**src/rtl/output_port_alloc_pkg.sv**
```systemverilog
`default_nettype none
// +----------------------------------------------------------------------------+
// | Module   : output_port_alloc_pkg                                           |
// | Brief    : Shared types and constants for the per-output switch allocator. |
// | Revision : 1.0 - initial release                                           |
// +----------------------------------------------------------------------------+
package output_port_alloc_pkg;

  // Input port identities; the numeric value is also the crossbar mux select.
  typedef enum logic [2:0] {
    PORT_N = 3'd0,
    PORT_S = 3'd1,
    PORT_W = 3'd2,
    PORT_E = 3'd3,
    PORT_L = 3'd4
  } port_e;

  localparam int         NUM_PORTS = 5;
  localparam int         SEL_W     = 3;
  localparam logic [2:0] SEL_NONE  = 3'b111;

  typedef logic [15:0] flit_t;

  // Allocator FSM: either scanning for a requester or locked to one packet.
  typedef enum logic {
    ST_IDLE   = 1'b0,
    ST_LOCKED = 1'b1
  } state_e;

  // Reduce a small sum (0..15) modulo 5 without a general divider.
  function automatic logic [2:0] mod5(input logic [3:0] v);
    logic [3:0] r;
    r = v;
    if (r >= 4'd10) r = r - 4'd10;
    if (r >= 4'd5)  r = r - 4'd5;
    return r[2:0];
  endfunction

endpackage : output_port_alloc_pkg
`default_nettype wire

```
**src/rtl/output_port_alloc_if.sv**
```systemverilog
`default_nettype none
// +----------------------------------------------------------------------------+
// | Module   : output_port_alloc_if                                            |
// | Brief    : Request/flit-status/select bundle between the input FIFOs, the  |
// |            downstream credit logic and one output-port allocator.          |
// | Revision : 1.0 - initial release                                           |
// +----------------------------------------------------------------------------+
interface output_port_alloc_if;
  import output_port_alloc_pkg::*;

  // Directions in the names are as seen by the allocator.
  logic [NUM_PORTS-1:0] req_i;
  logic [NUM_PORTS-1:0] valid_i;
  logic [NUM_PORTS-1:0] tail_i;
  logic                 ready_i;
  logic [SEL_W-1:0]     sel_o;
  logic [NUM_PORTS-1:0] grant_o;
  logic [NUM_PORTS-1:0] pop_o;
  logic                 valid_o;

  // Router side: FIFOs and credit logic drive requests and flit status.
  modport master (
    output req_i, valid_i, tail_i, ready_i,
    input  sel_o, grant_o, pop_o, valid_o
  );

  // Allocator side.
  modport slave (
    input  req_i, valid_i, tail_i, ready_i,
    output sel_o, grant_o, pop_o, valid_o
  );
endinterface : output_port_alloc_if
`default_nettype wire

```
**src/rtl/output_port_alloc_rr_arb5.sv**
```systemverilog
`default_nettype none
// +----------------------------------------------------------------------------+
// | Module   : rr_arb5                                                         |
// | Brief    : Combinational 5-way round-robin arbiter. Rotates the request    |
// |            vector so the port after ptr sits at position 0, takes the      |
// |            lowest set bit, and maps it back to an absolute port index.     |
// | Revision : 1.0 - initial release                                           |
// +----------------------------------------------------------------------------+
module rr_arb5
  import output_port_alloc_pkg::*;
(
  input  wire  [NUM_PORTS-1:0] req_i,
  input  wire  [2:0]           ptr_i,
  output logic [NUM_PORTS-1:0] gnt_oh_o,
  output logic [2:0]           gnt_idx_o
);

  // w_map[k] is the absolute port checked k-th, starting at ptr+1.
  logic [2:0]           w_map [NUM_PORTS];
  logic [NUM_PORTS-1:0] w_rot;

  for (genvar k = 0; k < NUM_PORTS; k++) begin : g_rot
    assign w_map[k] = mod5({1'b0, ptr_i} + 4'(k + 1));
    assign w_rot[k] = req_i[w_map[k]];
  end

  // Priority pick on the rotated vector; descending scan so position 0 wins.
  always_comb begin
    gnt_idx_o = SEL_NONE;
    gnt_oh_o  = '0;
    for (int k = NUM_PORTS - 1; k >= 0; k--) begin
      if (w_rot[k]) gnt_idx_o = w_map[k];
    end
    if (|req_i) gnt_oh_o = NUM_PORTS'(1) << gnt_idx_o;
  end

endmodule : rr_arb5
`default_nettype wire

```
**src/rtl/output_port_alloc.sv**
```systemverilog
`default_nettype none
// +----------------------------------------------------------------------------+
// | Module   : output_port_alloc                                               |
// | Brief    : Per-output switch allocator. Round-robin picks one of the five  |
// |            inputs, holds the grant for a whole wormhole packet, drives the |
// |            crossbar mux select, per-input pop strobes and output valid.    |
// | Revision : 1.0 - initial release                                           |
// +----------------------------------------------------------------------------+
module output_port_alloc
  import output_port_alloc_pkg::*;
#(
  parameter int         NUM_PORTS  = 5,
  parameter int         SEL_W      = 3,
  parameter logic [2:0] RR_RST_PTR = 3'd4
) (
  input wire                 clk_i,
  input wire                 rst_ni,
  output_port_alloc_if.slave bus
);

  state_e               state_q;
  logic [NUM_PORTS-1:0] grant_q;
  logic [SEL_W-1:0]     sel_q;
  logic [2:0]           ptr_q;

  logic [NUM_PORTS-1:0] w_arb_oh;
  logic [2:0]           w_arb_idx;
  logic                 w_locked;
  logic                 w_head_valid;
  logic                 w_head_tail;
  logic                 w_fire;

  rr_arb5 u_arb (
    .req_i     (bus.req_i),
    .ptr_i     (ptr_q),
    .gnt_oh_o  (w_arb_oh),
    .gnt_idx_o (w_arb_idx)
  );

  // Only the granted input's status bits matter; masking with the one-hot
  // grant is the same as indexing by sel but never touches an idle select.
  assign w_locked     = (state_q == ST_LOCKED);
  assign w_head_valid = |(bus.valid_i & grant_q);
  assign w_head_tail  = |(bus.tail_i & grant_q);
  // Qualified by rst_ni so a reset cycle can never pop a FIFO.
  assign w_fire       = w_locked & w_head_valid & bus.ready_i & rst_ni;

  assign bus.valid_o  = w_locked & w_head_valid & rst_ni;
  assign bus.pop_o    = w_fire ? grant_q : '0;
  assign bus.grant_o  = grant_q;
  assign bus.sel_o    = sel_q;

  // Allocator FSM: arbitrate in IDLE, hold the lock until the tail flit fires.
  always_ff @(posedge clk_i) begin
    if (!rst_ni) begin
      state_q <= ST_IDLE;
      grant_q <= '0;
      sel_q   <= SEL_NONE;
      ptr_q   <= RR_RST_PTR;
    end else begin
      case (state_q)
        ST_IDLE: begin
          if (|bus.req_i) begin
            grant_q <= w_arb_oh;
            sel_q   <= w_arb_idx;
            state_q <= ST_LOCKED;
          end
        end
        ST_LOCKED: begin
          // Pointer lands on the released port so it is last in line next time.
          if (w_fire && w_head_tail) begin
            state_q <= ST_IDLE;
            grant_q <= '0;
            sel_q   <= SEL_NONE;
            ptr_q   <= sel_q;
          end
        end
        default: begin
          state_q <= ST_IDLE;
          grant_q <= '0;
          sel_q   <= SEL_NONE;
        end
      endcase
    end
  end

endmodule : output_port_alloc
`default_nettype wire

```
**src/flat_wrapper.sv**
```systemverilog
// flat-port wrapper written by rule: the top's interface ports become plain ports
module output_port_alloc_flat import output_port_alloc_pkg::*;
#(
  parameter int         NUM_PORTS  = 5,
  parameter int         SEL_W      = 3,
  parameter logic [2:0] RR_RST_PTR = 3'd4
)
  (clk_i, rst_ni, bus_req_i, bus_valid_i, bus_tail_i, bus_ready_i, bus_sel_o, bus_grant_o, bus_pop_o, bus_valid_o);
  output_port_alloc_if bus_i ();
  input wire clk_i;
  input wire rst_ni;
  input wire logic [$bits(bus_i.req_i)-1:0] bus_req_i;
  input wire logic [$bits(bus_i.valid_i)-1:0] bus_valid_i;
  input wire logic [$bits(bus_i.tail_i)-1:0] bus_tail_i;
  input wire logic [$bits(bus_i.ready_i)-1:0] bus_ready_i;
  output wire logic [$bits(bus_i.sel_o)-1:0] bus_sel_o;
  output wire logic [$bits(bus_i.grant_o)-1:0] bus_grant_o;
  output wire logic [$bits(bus_i.pop_o)-1:0] bus_pop_o;
  output wire logic [$bits(bus_i.valid_o)-1:0] bus_valid_o;
  assign bus_i.req_i = bus_req_i;
  assign bus_i.valid_i = bus_valid_i;
  assign bus_i.tail_i = bus_tail_i;
  assign bus_i.ready_i = bus_ready_i;
  assign bus_sel_o = bus_i.sel_o;
  assign bus_grant_o = bus_i.grant_o;
  assign bus_pop_o = bus_i.pop_o;
  assign bus_valid_o = bus_i.valid_o;
  output_port_alloc #(.NUM_PORTS(NUM_PORTS), .SEL_W(SEL_W), .RR_RST_PTR(RR_RST_PTR)) u_core (.clk_i(clk_i), .rst_ni(rst_ni), .bus(bus_i));
endmodule
```
**config.mk**
```make
export PLATFORM = sky130hd
export DESIGN_NAME = output_port_alloc_flat
export DESIGN_NICKNAME = d
export VERILOG_FILES = /design/src/rtl/output_port_alloc_pkg.sv /design/src/rtl/output_port_alloc_if.sv /design/src/rtl/output_port_alloc_rr_arb5.sv /design/src/rtl/output_port_alloc.sv /design/src/flat_wrapper.sv
export SDC_FILE = /design/constraint.sdc
export NUM_CORES = 1
export LEC_CHECK = 0
export ABC_AREA = 1
export CORE_MARGIN = 5
export CORE_UTILIZATION = 50
export CTS_CLUSTER_SIZE = 25
export DETAILED_ROUTE_END_ITERATION = 7
export PLACE_DENSITY = 0.74
export SYNTH_ARGS = -nofsm -noshare
export SYNTH_HDL_FRONTEND = slang
export SYNTH_SLANG_ARGS = --single-unit
export TNS_END_PERCENT = 50
```
**constraint.sdc**
```tcl
create_clock -name clk_i -period 4.1 [get_ports clk_i]
set_input_delay 0.41 -clock clk_i [delete_from_list [all_inputs] [get_ports clk_i]]
set_output_delay 0.41 -clock clk_i [all_outputs]
set_load 0.05 [all_outputs]
```
Word-level counts from Yosys, hierarchy flattened
Cells that the tools add are included.
{ "word_totals": {"out_inout_bits": 14, "ff_bits": 12, "in_bits": 18, "wordCells": 85} }
{ "classes": {"n_mux": 35, "order_cmp": 15, "bitwise_logic": 7, "add_sub_neg": 15, "n_shift": 1, "reduce_logical": 6, "n_eq_ne": 2} }
{ "ops": {"columns": ["op", "n"], "rows": [
  ["two-way mux 3 bit", 12],
  ["greater-or-equal comparator 4 x 3 -> 1 bit, second input constant", 5],
  ["greater-or-equal comparator 4 bit, second input constant", 5],
  ["< comparator 3 x 4 -> 1 bit, second input constant", 5],
  ["two-way mux 4 bit", 5],
  ["subtractor 4 bit, second input constant", 5],
  ["binary-select mux 1 bit (select 3 bit)", 5],
  ["two-way mux 5 bit", 3],
  ["OR reduction 5 bit", 3],
  ["subtractor 3 bit, second input constant", 5],
  ["bitwise AND 5 bit", 2],
  ["one-hot mux 5 bit (2 select lines)", 1],
  ["adder 3 x 2 -> 4 bit, second input constant", 2],
  ["adder 3 x 3 -> 4 bit, second input constant", 2],
  ["two-way mux 1 bit", 7],
  ["one-hot mux 3 bit (2 select lines)", 1],
  ["<< shifter 1 x 3 -> 5 bit, first input constant", 1],
  ["adder 3 x 1 -> 4 bit, second input constant", 1],
  ["bitwise AND 1 bit", 4],
  ["AND reduction 2 bit", 2],
  ["!= test 2 x 1 -> 1 bit, second input constant", 1],
  ["!= test 2 bit, second input constant", 1],
  ["one-hot mux 1 bit (2 select lines)", 1],
  ["logical AND 1 bit", 1],
  ["inverter 1 bit", 1]
]} }

Logic depth before layout (Yosys ltp)
Gate-level depths: netlist of the first run.
{ "logic_depth": {"ltp_word": 15, "depth_mapped": 29, "depth_no_buf": 28} }

By module
A second synthesis of the first run with hierarchy kept.
{ "hier_totals": {"hier_cells": 388, "area_unflattened_um2": 2220.9} }
{ "modules_own_cells": {"columns": ["module", "area_per_inst_um2", "seq_area_each_um2", "instances", "cells_per_inst"], "rows": [
  ["rr_arb5", 1526.5, 0.0, 1, 282],
  ["output_port_alloc", 694.4, 240.2, 1, 106]
]} }

Least setup slack after synthesis of the first run
Ideal clock, no wire load.
{ "synth_path": {"path_type": "reg-to-reg", "from": "register u_core.ptr_q[0]", "to": "register u_core.grant_q[1], in the netlist u_core.bus.grant_o[1]", "synth_period_minus_slack_ns": 3.525, "n_path_buf": 1, "setup_ns": 0.070, "setup_slack_ns": 0.575, "t_required_ns": 4.030, "arrival_ns": 3.455, "stages_incl_launch_ff": 30, "path_cell_list": "dfxtp_1 inv_2 buf_2 ha_1 inv_2 nor2_1 nand3_2 nand2_1 nor2_1 a21oi_2 ha_1 inv_1 or2_2 nand3_4 nand2_4 nand2_4 nand2_2 nand2_1 nand3_2 nand3_2 nand2_1 nand2_1 nand2_1 inv_1 nand2_1 nand2_2 nand2_2 nor2_2 nand2_1 a21oi_1"} }
{ "synth_via": {"elab_chain_len": 15, "elab_cells_between_ends": 53, "classes_between": "15 x add/sub; 10 x order compare; 1 x shift; 27 x mux"} }
{ "synth_lines": {"columns": ["item", "line_no", "source"], "rows": [
  ["start, declared", "output_port_alloc.sv:24", "logic [2:0] ptr_q;"],
  ["start signal, assigned", "output_port_alloc.sv:75", "ptr_q <= sel_q;"],
  ["adder 3 x 3 -> 4 bit", "output_port_alloc_rr_arb5.sv:23", "assign w_map[k] = mod5({1'b0, ptr_i} + 4'(k + 1));"],
  ["subtractor 4 bit or greater-or-equal comparator 4 bit (tied branches)", "output_port_alloc_pkg.sv:34", "if (r >= 4'd10) r = r - 4'd10;"],
  ["two-way mux 4 bit", "output_port_alloc_pkg.sv:34", null],
  ["greater-or-equal comparator 4 x 3 -> 1 bit or subtractor 3 bit (tied branches)", "output_port_alloc_pkg.sv:35", "if (r >= 4'd5) r = r - 4'd5;"],
  ["two-way mux 3 bit", "output_port_alloc_pkg.sv:35", null],
  ["binary-select mux 1 bit (select 3 bit)", "output_port_alloc_rr_arb5.sv:24", "assign w_rot[k] = req_i[w_map[k]];"],
  ["two-way mux 1 bit (implied by the code)", "output_port_alloc_rr_arb5.sv:24", null],
  ["two-way mux 3 bit (4 in series)", "output_port_alloc_rr_arb5.sv:32", "if (w_rot[k]) gnt_idx_o = w_map[k];"],
  ["two-way mux 3 bit *", "output_port_alloc_rr_arb5.sv:32", null],
  ["<< shifter 1 x 3 -> 5 bit *", "output_port_alloc_rr_arb5.sv:34", "if (|req_i) gnt_oh_o = NUM_PORTS'(1) << gnt_idx_o;"],
  ["two-way mux 5 bit *", "output_port_alloc.sv:63", "if (|bus.req_i) begin"],
  ["one-hot mux 5 bit (2 select lines) *", "output_port_alloc.sv:61", "case (state_q)"],
  ["end signal, assigned", "output_port_alloc.sv:64", "grant_q <= w_arb_oh;"],
  ["end, declared", "output_port_alloc.sv:22", "logic [NUM_PORTS-1:0] grant_q;"]
]} }
Mark *: on every way between the ends. The rest lies on a longest branch, timed or not. The select of a mux whose other input is x is not followed.
A chain may end at the register's enable or synchronous reset.

Worst setup path in the final report of the first run
{ "layout_path": {"from": "register u_core.ptr_q[1]", "to": "register u_core.grant_q[1], in the netlist u_core.bus.grant_o[1]"} }
The elaborated chain is that of the path after synthesis.

==> flow_metrics.env, run 1 <==
export IMPL_ys_ff_latch=12
export IMPL_first_global_vias=2415
export IMPL_synth_edf_count=0
export IMPL_syn_avg_cell_area_um2=5.73
export IMPL_leakagePower_nw=1.38
export IMPL_routed_wl_mm=5.62
export IMPL_grt_usage=0.196
export IMPL_cp_slowest_cell="dfxtp_2"
export IMPL_syn2layout_area_growth_pct=19.7
export IMPL_crit_family="simple AND/OR/NAND/NOR gates"
export IMPL_grt_max_degree=22
export IMPL_nNetsFinal=460
export IMPL_fp_dieW_um=76.4
export IMPL_required_ns=4.28
export IMPL_cp_start_kind="flip-flop"
export IMPL_vias_per_cell=5.18
export IMPL_cp_num_buf_inv=4
export IMPL_remaining_drc_errors=0
export IMPL_numPortBuffers=31
export IMPL_synthTopCellsByArea="nand2_1, nand3_1, ha_1"
export IMPL_syn_inst=384
export IMPL_final_setup_skew_ns=0.000549
export IMPL_core_area_mm2=0.00432
export IMPL_dominantRegCellSynth="dfxtp_1"
export IMPL_multi_input_area_mm2=0.00171
export IMPL_worst_pin_slew_ns=0.516
export IMPL_ios=32
export IMPL_seqCellArea_um2=241
export IMPL_totalPowerFinal_uw=374
export IMPL_drt_first_pass_iters=5
export IMPL_cts_htree_levels=1
export IMPL_async_reset_ff_frac=0
export IMPL_outcome="finished clean"
export IMPL_end_kind="flip-flop"
export IMPL_hp_start="u_core.bus.sel_o[2]"
export IMPL_setup_tns_ns=0
export IMPL_place_hpwl_mm=4.67
export IMPL_yosysUniqueCellTypes=33
export IMPL_setup_viol=0
export IMPL_cts_buffers=3
export IMPL_grt_ovfl_total=0
export IMPL_synth_most_common_cell="nand2_1"
export IMPL_finalMaxSlewViolations=0
export IMPL_num_antenna_cells=0
export IMPL_drt_initial_drc_count=128
export IMPL_dieArea_mm2=0.00583
export IMPL_synthesis_nets=424
export IMPL_yosysTopAreaCell="nand2_1"
export IMPL_drive_gt1_frac=0.146
export IMPL_rsz0062_at_grt="no"
export IMPL_relSlewSlack=0.655
export IMPL_start_util=0.509
export IMPL_cts_hold_buffers=0
export IMPL_hp_class="flip-flop to flip-flop"
export IMPL_gp_congestion=0.947
export IMPL_wl_per_cell_um=11.9
export IMPL_fin_crit_sh=0.893
export IMPL_cap_violations=0
export IMPL_fillers=432
export IMPL_cp_arrival_ns=3.84
export IMPL_clk_pin_slew_ns=0.05
export IMPL_path_class="flip-flop to flip-flop"
export IMPL_cts_tree="built"
export IMPL_max_freq_mhz=273
export IMPL_r2r_start="u_core.ptr_q[1]"
export IMPL_fp_dieH_um=76.4
export IMPL_irDropWorstVdd_mv=0.207
export IMPL_finalHoldViolations=0
export IMPL_setup_worst_path_start="u_core.ptr_q[1]"
export IMPL_max_stage_delay_ns=0.41
export IMPL_synth_top_area_share=0.186
export IMPL_crit_fanout=9
export IMPL_ys_seq_area_frac=0.109
export IMPL_crit_top_cell="nand2_1"
export IMPL_grt_pass1_wl_mm=9.87
export IMPL_ys_warn_count=0
export IMPL_synthTopCellsByCount="nand2_1, nand3_1, inv_1"
export IMPL_cts_num_sinks=12
export IMPL_num_vias=2442
export IMPL_clk_latency_ns=0.25
export IMPL_cts_max_path_buffers=2
export IMPL_root_buffer="clkbuf_8"
export IMPL_fin_crit_ns=3.66
export IMPL_syn_area_mm2=0.00220
export IMPL_antenna_found_initial=0
export IMPL_power_density_mw_per_mm2=142
export IMPL_final_antenna_net_count=0
export IMPL_num_rows=24
[area by class of cell]
class / instances / share of cell area
multi-input combinational: 305 / 0.647
inverter: 65 / 0.0925
timing repair buffer: 33 / 0.123
clock buffer: 4 / 0.0209
tap: 52 / 0.0247
sequential: 12 / 0.0916
[worst reg2reg max path: stages, from the launching register on]
cell     delay, ns
dfxtp_2       0.41
inv_1         0.16
ha_1          0.37
inv_2         0.10
nor2_1        0.19
nand3_2       0.12
nand2_1       0.10
nor2_1        0.05
a21oi_2       0.17
ha_1          0.17
inv_1         0.06
or2_2         0.30
nand3_4       0.12
nand2_4       0.08
o21ai_1       0.23
nand2_1       0.13
nand3_2       0.08
nand2_1       0.06
nand2_1       0.06
nand2_1       0.05
inv_1         0.05
nand2_1       0.07
nand2_2       0.08
nand2_2       0.07
nor2_2        0.13
nand2_1       0.08
a21oi_1       0.12
[per-layer routing]
layer  global-route usage  vias to the layer above  wire length, um
li1                     -                     1302                -
met1                0.229                     1082             2510
met2                0.356                       49             2810
met3               0.0165                        9              180
met4               0.0909                        0              114
met5                    0                        -                0
[stage by stage]
step / std cells / util / hold WS (ns) / instance area (um^2) / setup WS, ns
floorplan: 384 / - / 0.494 / 2200 / 0.575
detailed placement: 467 / 0.597 / 0.489 / 2580 / 0.339
global route: 471 / 0.610 / 0.533 / 2640 / 0.0397
global placement: 467 / 0.597 / 0.491 / 2580 / 0.396
finish: 471 / 0.610 / 0.503 / 2640 / 0.439
CTS: 471 / 0.609 / 0.504 / 2640 / 0.294
[cell families after synthesis]
kind of cell	count (synthesis)	synth area share
XOR/XNOR	1	0.00398
buffers and inverters	67	0.116
adder cells (fa/ha/maj)	22	0.125
flip-flops	12	0.109
AND/OR/NAND/NOR	241	0.530
AO/OA/AOI/OAI	41	0.116
[worst paths after layout]
kind / end / slack, ns / cells after the start
setup / recovery: u_core.bus.grant_o[1] / 0.44 / 26
setup reg to reg: u_core.bus.grant_o[1] / 0.44 / 26
hold / removal: u_core.ptr_q[2] / 0.50 / 2
hold reg to reg: u_core.ptr_q[2] / 0.50 / 2
[state kept, by name (all words and copies together), names as in the netlist]
signal	flops
u_core.bus.grant_o	5
u_core.bus.sel_o	3
u_core.ptr_q	3
u_core.state_q	1
[repair_timing]
action	CTS	global route
buffers inserted	0	0
endpoints found under the setup margin	0	5
gates resized for setup	0	1
[placed cells by master (no fill, tap or decap)]
cell type / instances
a21oi_1: 14
clkdlybuf4s50_1: 31
nand3b_1: 2
buf_4: 2
xor2_1: 1
nand2b_1: 1
nand3_2: 11
a22o_1: 2
nand2_1: 109
inv_2: 8
nor2_2: 3
a21oi_2: 3
or2_2: 2
ha_1: 22
nand4_1: 3
dfxtp_2: 1
o211ai_1: 1
nor3_1: 1
nand3_4: 1
o21ai_1: 3
clkinv_1: 1
o21ai_0: 11
a31oi_2: 1
nor2_1: 26
nand2_2: 17
nand3_1: 60
o21ai_2: 4
a221oi_1: 1
inv_1: 56
dfxtp_1: 11
o21a_1: 1
clkbuf_8: 4
and2_4: 1
or2_1: 1
nand2_4: 3
[power breakdown]
part | internal (mW) | switching (mW)
combinational | 0.0469 | 0.0706
clock | 0.0849 | 0.0449
sequential | 0.122 | 0.00481
Note: power is estimated with default switching activity, not from simulation.
==> run 2: changes to the inputs <==
--- a/config.mk
+++ b/config.mk
@@ -7,10 +7,10 @@
 export LEC_CHECK = 0
 export ABC_AREA = 1
 export CORE_MARGIN = 5
-export CORE_UTILIZATION = 50
+export CORE_UTILIZATION = 56
 export CTS_CLUSTER_SIZE = 25
 export DETAILED_ROUTE_END_ITERATION = 7
-export PLACE_DENSITY = 0.74
+export PLACE_DENSITY = 0.82
 export SYNTH_ARGS = -nofsm -noshare
 export SYNTH_HDL_FRONTEND = slang
 export SYNTH_SLANG_ARGS = --single-unit
==> flow_metrics.env, run 2 (synthesized netlist as in run 1, its figures left out) <==
export IMPL_outcome="finished clean"
export IMPL_fp_dieW_um=72.7
export IMPL_crit_family="simple AND/OR/NAND/NOR gates"
export IMPL_placed_area_mm2=0.00257
export IMPL_clk_pin_slew_ns=0.05
export IMPL_nNetsFinal=460
export IMPL_finalNonFillerCells=467
export IMPL_core_area_mm2=0.00374
export IMPL_worst_slack_ns=0.315
export IMPL_r2r_start="u_core.ptr_q[0]"
export IMPL_final_antenna_net_count=0
export IMPL_fin_area_mm2=0.00263
export IMPL_max_freq_mhz=264
export IMPL_routed_wl_mm=5.61
export IMPL_dieArea_mm2=0.00529
export IMPL_min_path_cells=2
export IMPL_leakagePower_nw=1.38
export IMPL_remaining_drc_errors=0
export IMPL_syn2layout_area_growth_pct=19.5
export IMPL_required_ns=4.27
export IMPL_finalHoldViolations=0
export IMPL_grt_pass1_wl_mm=9.86
export IMPL_drive_gt1_frac=0.146
export IMPL_pre_cts_slack_ns=0.277
export IMPL_setup_worst_path_start="u_core.ptr_q[0]"
export IMPL_cts_buffers=3
export IMPL_worst_pin_slew_ns=0.511
export IMPL_cap_violations=0
export IMPL_setup_viol=0
export IMPL_final_setup_skew_ns=0.000323
export IMPL_grt_usage=0.230
export IMPL_cp_arrival_ns=3.96
export IMPL_crit_fanout=9
export IMPL_hp_class="flip-flop to flip-flop"
export IMPL_wl_per_cell_um=12.0
export IMPL_hold_ws_ns=0.513
export IMPL_cts_htree_levels=1
export IMPL_cp_slowest_cell="dfxtp_1"
export IMPL_path_class="flip-flop to flip-flop"
export IMPL_vias_per_cell=5.32
export IMPL_start_util=0.588
export IMPL_cts_tree="built"
export IMPL_grt_max_degree=16
export IMPL_hp_start="u_core.bus.sel_o[1]"
export IMPL_fin_crit_ns=3.79
export IMPL_drt_initial_drc_count=153
export IMPL_setup_tns_ns=0
export IMPL_rsz0062_at_grt="no"
export IMPL_cp_num_buf_inv=4
export IMPL_ios=32
export IMPL_cp_start_kind="flip-flop"
export IMPL_irDropWorstVdd_mv=0.193
export IMPL_gp_congestion=0.904
export IMPL_num_rows=22
export IMPL_fp_dieH_um=72.7
export IMPL_antenna_found_initial=0
export IMPL_grt_ovfl_total=0
export IMPL_cts_num_sinks=12
export IMPL_power_density_mw_per_mm2=141
export IMPL_final_cell_mix="nand2_1, nand3_1, inv_1"
export IMPL_path_depth=26
export IMPL_num_antenna_cells=0
export IMPL_numPortBuffers=31
export IMPL_place_hpwl_mm=4.66
export IMPL_root_buffer="clkbuf_8"
export IMPL_first_global_vias=2369
export IMPL_largest_register_ff_count=5
export IMPL_clk_latency_ns=0.24
export IMPL_finalMaxSlewViolations=0
export IMPL_r2r_cells=26
export IMPL_drt_first_pass_iters=4
export IMPL_num_vias=2485
export IMPL_end_kind="flip-flop"
export IMPL_crit_top_cell="nand2_1"
export IMPL_post_cts_buffers=0
export IMPL_place_inst=463
export IMPL_layout_commonest_cell="nand2_1"
export IMPL_fin_crit_sh=0.923
export IMPL_relSlewSlack=0.658
export IMPL_max_stage_delay_ns=0.54
export IMPL_cts_max_path_buffers=2
==> run 2: final timing paths <==
kind                                end  slack [ns]
setup / recovery  u_core.bus.grant_o[1]        0.31
hold / removal      u_core.bus.sel_o[1]        0.51
setup reg to reg  u_core.bus.grant_o[1]        0.31
hold reg to reg     u_core.bus.sel_o[1]        0.51
==> run 2: cell type report <==
type / count / area, um^2
well taps: 48 / 60.1
repair buffers: 33 / 325
clock buffers: 4 / 55.1
flip-flops and latches: 12 / 241
fillers: 353 / 1110
multi-input cells: 305 / 1710
inverters: 65 / 244
==> run 2: routing by layer <==
layer / global-route usage / share of wire
met4: 0.109 / 0.028
met2: 0.411 / 0.50
met3: 0.0193 / 0.044
met5: 0 / 0
met1: 0.274 / 0.43
==> run 2: what timing repair did <==
item                       CTS  global route
hold buffers                 0             0
resized for setup            0             1
setup endpoints to repair    0             7
==> run 2: power breakdown <==
part | switching (mW) | internal (mW)
clock network | 0.0424 | 0.0847
logic | 0.0701 | 0.0470
registers | 0.00486 | 0.122
==> run 2: worst min-delay path, stage by stage (launching register included) <==
cell,delay [ns]
dfxtp_1,0.32
nand2_1,0.07
nand3_1,0.07
==> run 2: through the flow <==
stage | utilization | power [mW]
finish | 0.703 | 0.371
global route | 0.703 | 0.395
detailed placement | 0.688 | 0.245
CTS | 0.703 | 0.374
global placement | 0.688 | 0.244
floorplan | - | 0.203
